File: config.mk
export PLATFORM = sky130hd
export DESIGN_NAME = inst_fetch_unit
export DESIGN_NICKNAME = d
export VERILOG_FILES = /design/src/rtl/inst_fetch_unit.sv
export SDC_FILE = /design/constraint.sdc
export NUM_CORES = 1
export LEC_CHECK = 0
export ABC_CLOCK_PERIOD_IN_PS = 1900
export CAP_MARGIN = 10
export CORE_ASPECT_RATIO = 1.5
export CORE_MARGIN = 2
export CORE_UTILIZATION = 42
export DETAILED_ROUTE_END_ITERATION = 10
export PLACE_DENSITY = 0.85
export SLEW_MARGIN = 0
export SYNTH_ARGS = -nofsm -noshare
export SYNTH_HDL_FRONTEND = slang
export SYNTH_SLANG_ARGS = --single-unit
File: constraint.sdc
create_clock -name clk -period 1.9 [get_ports clk]
set_clock_uncertainty 0.15 [all_clocks]
set_input_delay 0.38 -clock clk [delete_from_list [all_inputs] [get_ports clk]]
set_output_delay 0.38 -clock clk [all_outputs]
set_load 0.02 [all_outputs]
File: src/rtl/inst_fetch_unit.sv
// inst_fetch_unit: PC holder fetching bytes over req/ack into a FIFO with a valid/ready output.
// Define FETCH_BYPASS_EN to forward an acked byte straight to inst when the FIFO is empty.
module inst_fetch_unit #(
    parameter int ADDR_W     = 8,
    parameter int RESET_PC   = 0,
    parameter int FIFO_DEPTH = 2
) (
    input  logic              clk,
    input  logic              rst_n,
    input  logic              run_i,
    output logic              mem_req_o,
    output logic [ADDR_W-1:0] mem_addr_o,
    input  logic              mem_ack_i,
    input  logic [7:0]        mem_data_i,
    output logic [7:0]        inst_o,
    output logic              inst_valid_o,
    input  logic              inst_ready_i,
    output logic [ADDR_W-1:0] pc_o,
    output logic              halted_o
);
    localparam int PW = $clog2(FIFO_DEPTH);
    localparam int CW = PW + 1;
    localparam logic [CW-1:0] FULL = FIFO_DEPTH[CW-1:0];
    typedef enum logic [1:0] {IDLE, FETCH, HALT} state_t;
    state_t            state_q, state_d;
    logic [ADDR_W-1:0] pc_q, pc_d;
    logic [CW-1:0]     cnt_q, cnt_d;
    logic [PW-1:0]     rd_q, wr_q;
    logic [7:0]        fifo_q [FIFO_DEPTH];
    logic              ack, is_halt, empty, byp, push, pop;
    assign ack     = state_q == FETCH && mem_ack_i;
    assign is_halt = &mem_data_i[7:3];
    assign empty   = cnt_q == '0;
`ifdef FETCH_BYPASS_EN
    assign byp = empty && ack && !is_halt;
`else
    assign byp = 1'b0;
`endif
    assign pop   = !empty && inst_ready_i;
    // A bypassed byte that is consumed immediately never occupies a slot
    assign push  = ack && !is_halt && !(byp && inst_ready_i);
    assign cnt_d = cnt_q + CW'(push) - CW'(pop);
    assign pc_d  = (ack && !is_halt) ? pc_q + 1'b1 : pc_q;
    always_ff @(posedge clk or negedge rst_n) begin
        if (!rst_n) state_q <= IDLE;
        else        state_q <= state_d;
    end
    // Requests only start with a free slot, and nothing is pushed while waiting, so the ack always fits
    always_comb begin
        state_d = state_q;
        if (state_q == IDLE)
            state_d = (run_i && cnt_q != FULL) ? FETCH : IDLE;
        else if (ack)
            state_d = is_halt ? HALT : (run_i && cnt_d != FULL) ? FETCH : IDLE;
    end
    always_comb begin
        mem_req_o    = state_q == FETCH;
        mem_addr_o   = pc_q;
        pc_o         = pc_q;
        halted_o     = state_q == HALT;
        inst_valid_o = !empty || byp;
        inst_o       = !empty ? fifo_q[rd_q] : byp ? mem_data_i : 8'h00;
    end
    always_ff @(posedge clk or negedge rst_n) begin
        if (!rst_n) begin
            pc_q  <= RESET_PC[ADDR_W-1:0];
            cnt_q <= '0;
            rd_q  <= '0;
            wr_q  <= '0;
        end else begin
            pc_q  <= pc_d;
            cnt_q <= cnt_d;
            if (push) wr_q <= wr_q + 1'b1;
            if (pop)  rd_q <= rd_q + 1'b1;
        end
    end
    always_ff @(posedge clk) begin
        if (push) fifo_q[wr_q] <= mem_data_i;
    end
endmodule

==> metrics.md <==
| Metric | Value |
|---|---|
| Leak pwr | 1.00 nW |
| CP startpoint kind | flop |
| Vias in the first global route | 1,035 |
| Core area | 3160 sq um |
| Post-Syn Nets | 121 |
| Crit-path max cell delay | 390 ps |
| Setup violators final | 0 |
| Worst skew pair latency | 280 ps |
| Fin area | 2010 sq um |
| Post-CTS Hold Fix Bufs | 0 |
| Slew margin rel. | 75.1% |
| Starting Density | 44.4% |
| GRT Util Overall | 16.8% |
| Final Hold Fails | 0 |
| Detail Route Antenna Nets | 0 |
| Largest net degree at the start of global routing | 15 |
| Routability cong. | 0.754 |
| Post-route setup TNS | 0 ps |
| TritonCTS Buffers | 5 |
| Highest clock rate | 534 MHz |
| H-tree level count | 2 |
| Period utilisation layout | 98.6% |
| Top_reg_cell synth | edfxtp_1 |
| Max-cap viol count | 0 |
| Fillers | 266 |
| Cells along the critical path | nand3b_4 > a21oi_4 > inv_2 > ha_4 > inv_2 > ha_4 > xnor3_1 > o2bb2ai_2 > o22ai_1 |
| Tmin final | 1870 ps |
| Grt total ovfl | 0 |
| Bufs and invs on worst path | 2 |
| Number of synthesized flops with an enable pin | 16 |
| Root Buffer | clkbuf_8 |
| Register area share after synthesis | 59.2% |
| Wire length per cell | 14.2 microns |
| Distinct cells, synth | 31 |
| #FFs+latches synth | 30 |
| Detailed Route WL | 2830 microns |
| Most frequent cells after synthesis | 16 x edfxtp_1, 14 x dfrtp_1, 11 x nor2_1 |
| Max FO, Critical Path | 3 |
| Status | finished clean |
| Syn-to-layout area delta | 43.0% |
| Post-Synthesis Cell Area | 1400 sq um |
| PD cells | 1010 nW/um^2 |
| CP endpoint kind | flop |
| Post-synth ARST share | 46.7% |
| Site Rows | 25 |
| First-pass GRT wire length | 4690 microns |
| Core Util, Final | 63.5% |
| Count leader, synth | edfxtp_1 |
| Initial antenna violation count | 0 |
| Placement Cell Area | 1920 sq um |
| Residual DRC | 0 |
| Kind of critical path | flop to flop |
| Tightest Hold Check Type | input port to async pin |
| Top cells by area, synth | edfxtp_1 34%, dfrtp_1 25%, mux2i_1 5.7%, xor2_1 4.4%, buf_4 4.3% |
| Initial DRC count | 19 |
| Vert. Die Dim | 74.8 microns |
| Synth warn | 0 |
| Pre-Repair DR Iteration Count | 4 |
| RSZ-0062 raised after global routing | true |
| Crit-path leading delay family | adder cells |
| DP Wirelength | 2030 microns |
| CTS clk-pin slew, worst paths | 60 ps |
| Via density | 4.82 |
| Final Net Count | 174 |
| Die area | 3830 sq um |
| CP Data Arrival Time | 1890 ps |
| Diode count | 0 |
| Share of layout cells above drive strength 1 | 31.4% |
| Max Buffers Root-to-Sink | 2 |
| Maximum vdd drop | 0.727 mV |
| I/O Pins | 40 |
| Area share of the largest cell type after synthesis | 34.2% |
| Slowest CP cell | dfrtp_1 |
| Syn avg cell area | 13.4 sq um |
| Port Buf Inserts | 39 |
| Mapped Cells | 105 |
| Hold slack | 249 ps |
| CTS tree | yes |
| Worst-margin pin slew | 373 ps |
| Final Max Tran Viols | 0 |
| Cell taking the most area after synthesis | edfxtp_1 |
| DR vias | 960 |
| DIE WIDTH | 51.2 microns |
| CP required | 1920 ps |
| Clk sinks | 30 |
==> worst register-to-register path, stage by stage (launching register included) <==
cell and delay (ps):
dfrtp_1 390, nand3b_4 180, a21oi_4 130, inv_2 60
ha_4 260, inv_2 40, ha_4 140, xnor3_1 200
o2bb2ai_2 130, o22ai_1 70
==> final timing paths <==
path	from	end	slack (ps)	cells after the start
max	state_q[1]$_DFFE_PN0P_	state_q[0]$_DFFE_PN0P_	30	9
min	rst_n	mem_addr_o[7]$_DFFE_PN0P_	250	2
max reg2reg	state_q[1]$_DFFE_PN0P_	state_q[0]$_DFFE_PN0P_	30	9
min reg2reg	wr_q$_DFFE_PN0P_	wr_q$_DFFE_PN0P_	340	1
max in group asynchronous	rst_n	rd_q$_DFFE_PN0P_	1170	2
min in group clk	mem_data_i[5]	fifo_q[1][5]$_DFFE_PP_	300	1
==> power breakdown <==
| group | internal (mW) | switching [mW] | leakage (nW) |
|---|---|---|---|
| registers | 0.724 | 0.0230 | 0.326 |
| clock network | 0.291 | 0.224 | 0.0482 |
| logic | 0.374 | 0.384 | 0.626 |
==> logic make-up (layout without fill, tap and decap cells) <==
logic type | after synthesis | in the layout | synth area share [%]
AO/OA/AOI/OAI | 11 | 11 | 7.31
AND/OR/NAND/NOR | 24 | 24 | 9.54
multiplexers | 9 | 9 | 6.51
adder cells (fa/ha/maj) | 3 | 3 | 2.67
buffers and inverters | 18 | 72 | 7.57
XOR/XNOR | 10 | 10 | 7.22
flip-flops | 30 | 30 | 59.2
==> cell usage in the layout, fill, tap and decap left out, drive strengths merged <==
master / instances
dfrtp: 14
xor2: 7
clkdlybuf4s50: 10
o2bb2ai: 1
and4: 1
a2111oi: 3
mux2i: 8
a31oi: 1
nand2b: 1
buf: 22
o21ai: 1
inv: 7
a211oi: 3
nand3: 3
clkdlybuf4s15: 1
nand4: 1
and2: 1
ha: 3
dlygate4sd2: 17
o22ai: 1
nor2b: 2
xnor3: 1
nor2: 11
clkbuf: 10
nand2: 3
clkinv: 1
edfxtp: 16
xnor2: 2
nand3b: 1
mux2: 1
dlymetal6s2s: 4
a21oi: 1
==> layer usage <==
metal / track usage (%) / part of all wire (%) / vias up
met3: 5.56 / 6.9 / 5
met5: 0 / 0 / -
met4: 6.91 / 1.6 / 0
met2: 30.0 / 54 / 36
met1: 18.1 / 38 / 454
li1: - / - / 465
==> area by class of cell <==
type | instances | area, sq um | area share [%]
Tap cell | 40 | 50.0 | 2.49
Timing Repair Buffer | 57 | 484 | 24.1
Clock buffer | 7 | 86.3 | 4.30
Sequential cell | 30 | 832 | 41.5
Clock inverter | 1 | 5.00 | 0.249
Multi-Input combinational cell | 57 | 523 | 26.1
Inverter | 7 | 26.3 | 1.31
==> what timing repair did <==
item                                   in CTS  in global routing
endpoints found under the hold margin       0                  0
resized for setup                          40                 15
buffers inserted                            3                  0
pin swaps                                   3                  1
setup endpoints to repair                  22                 13
==> stage by stage <==
step	setup WS, ps	std cells	total power, mW
2_1_floorplan	-85.2	105	1.18
3_3_place_gp	-430	188	1.48
3_5_place_dp	-490	188	1.52
4_1_cts	-7.35	199	2.05
5_1_grt	-61.8	199	2.12
6_report	27.0	199	2.02
==> registers in the layout (all words and copies together) (netlist names) <==
name	count
cnt_q	2
rd_q	1
mem_addr_o	8
state_q	2
wr_q	1
fifo_q	16
Note: power is estimated with default switching activity, not from simulation.
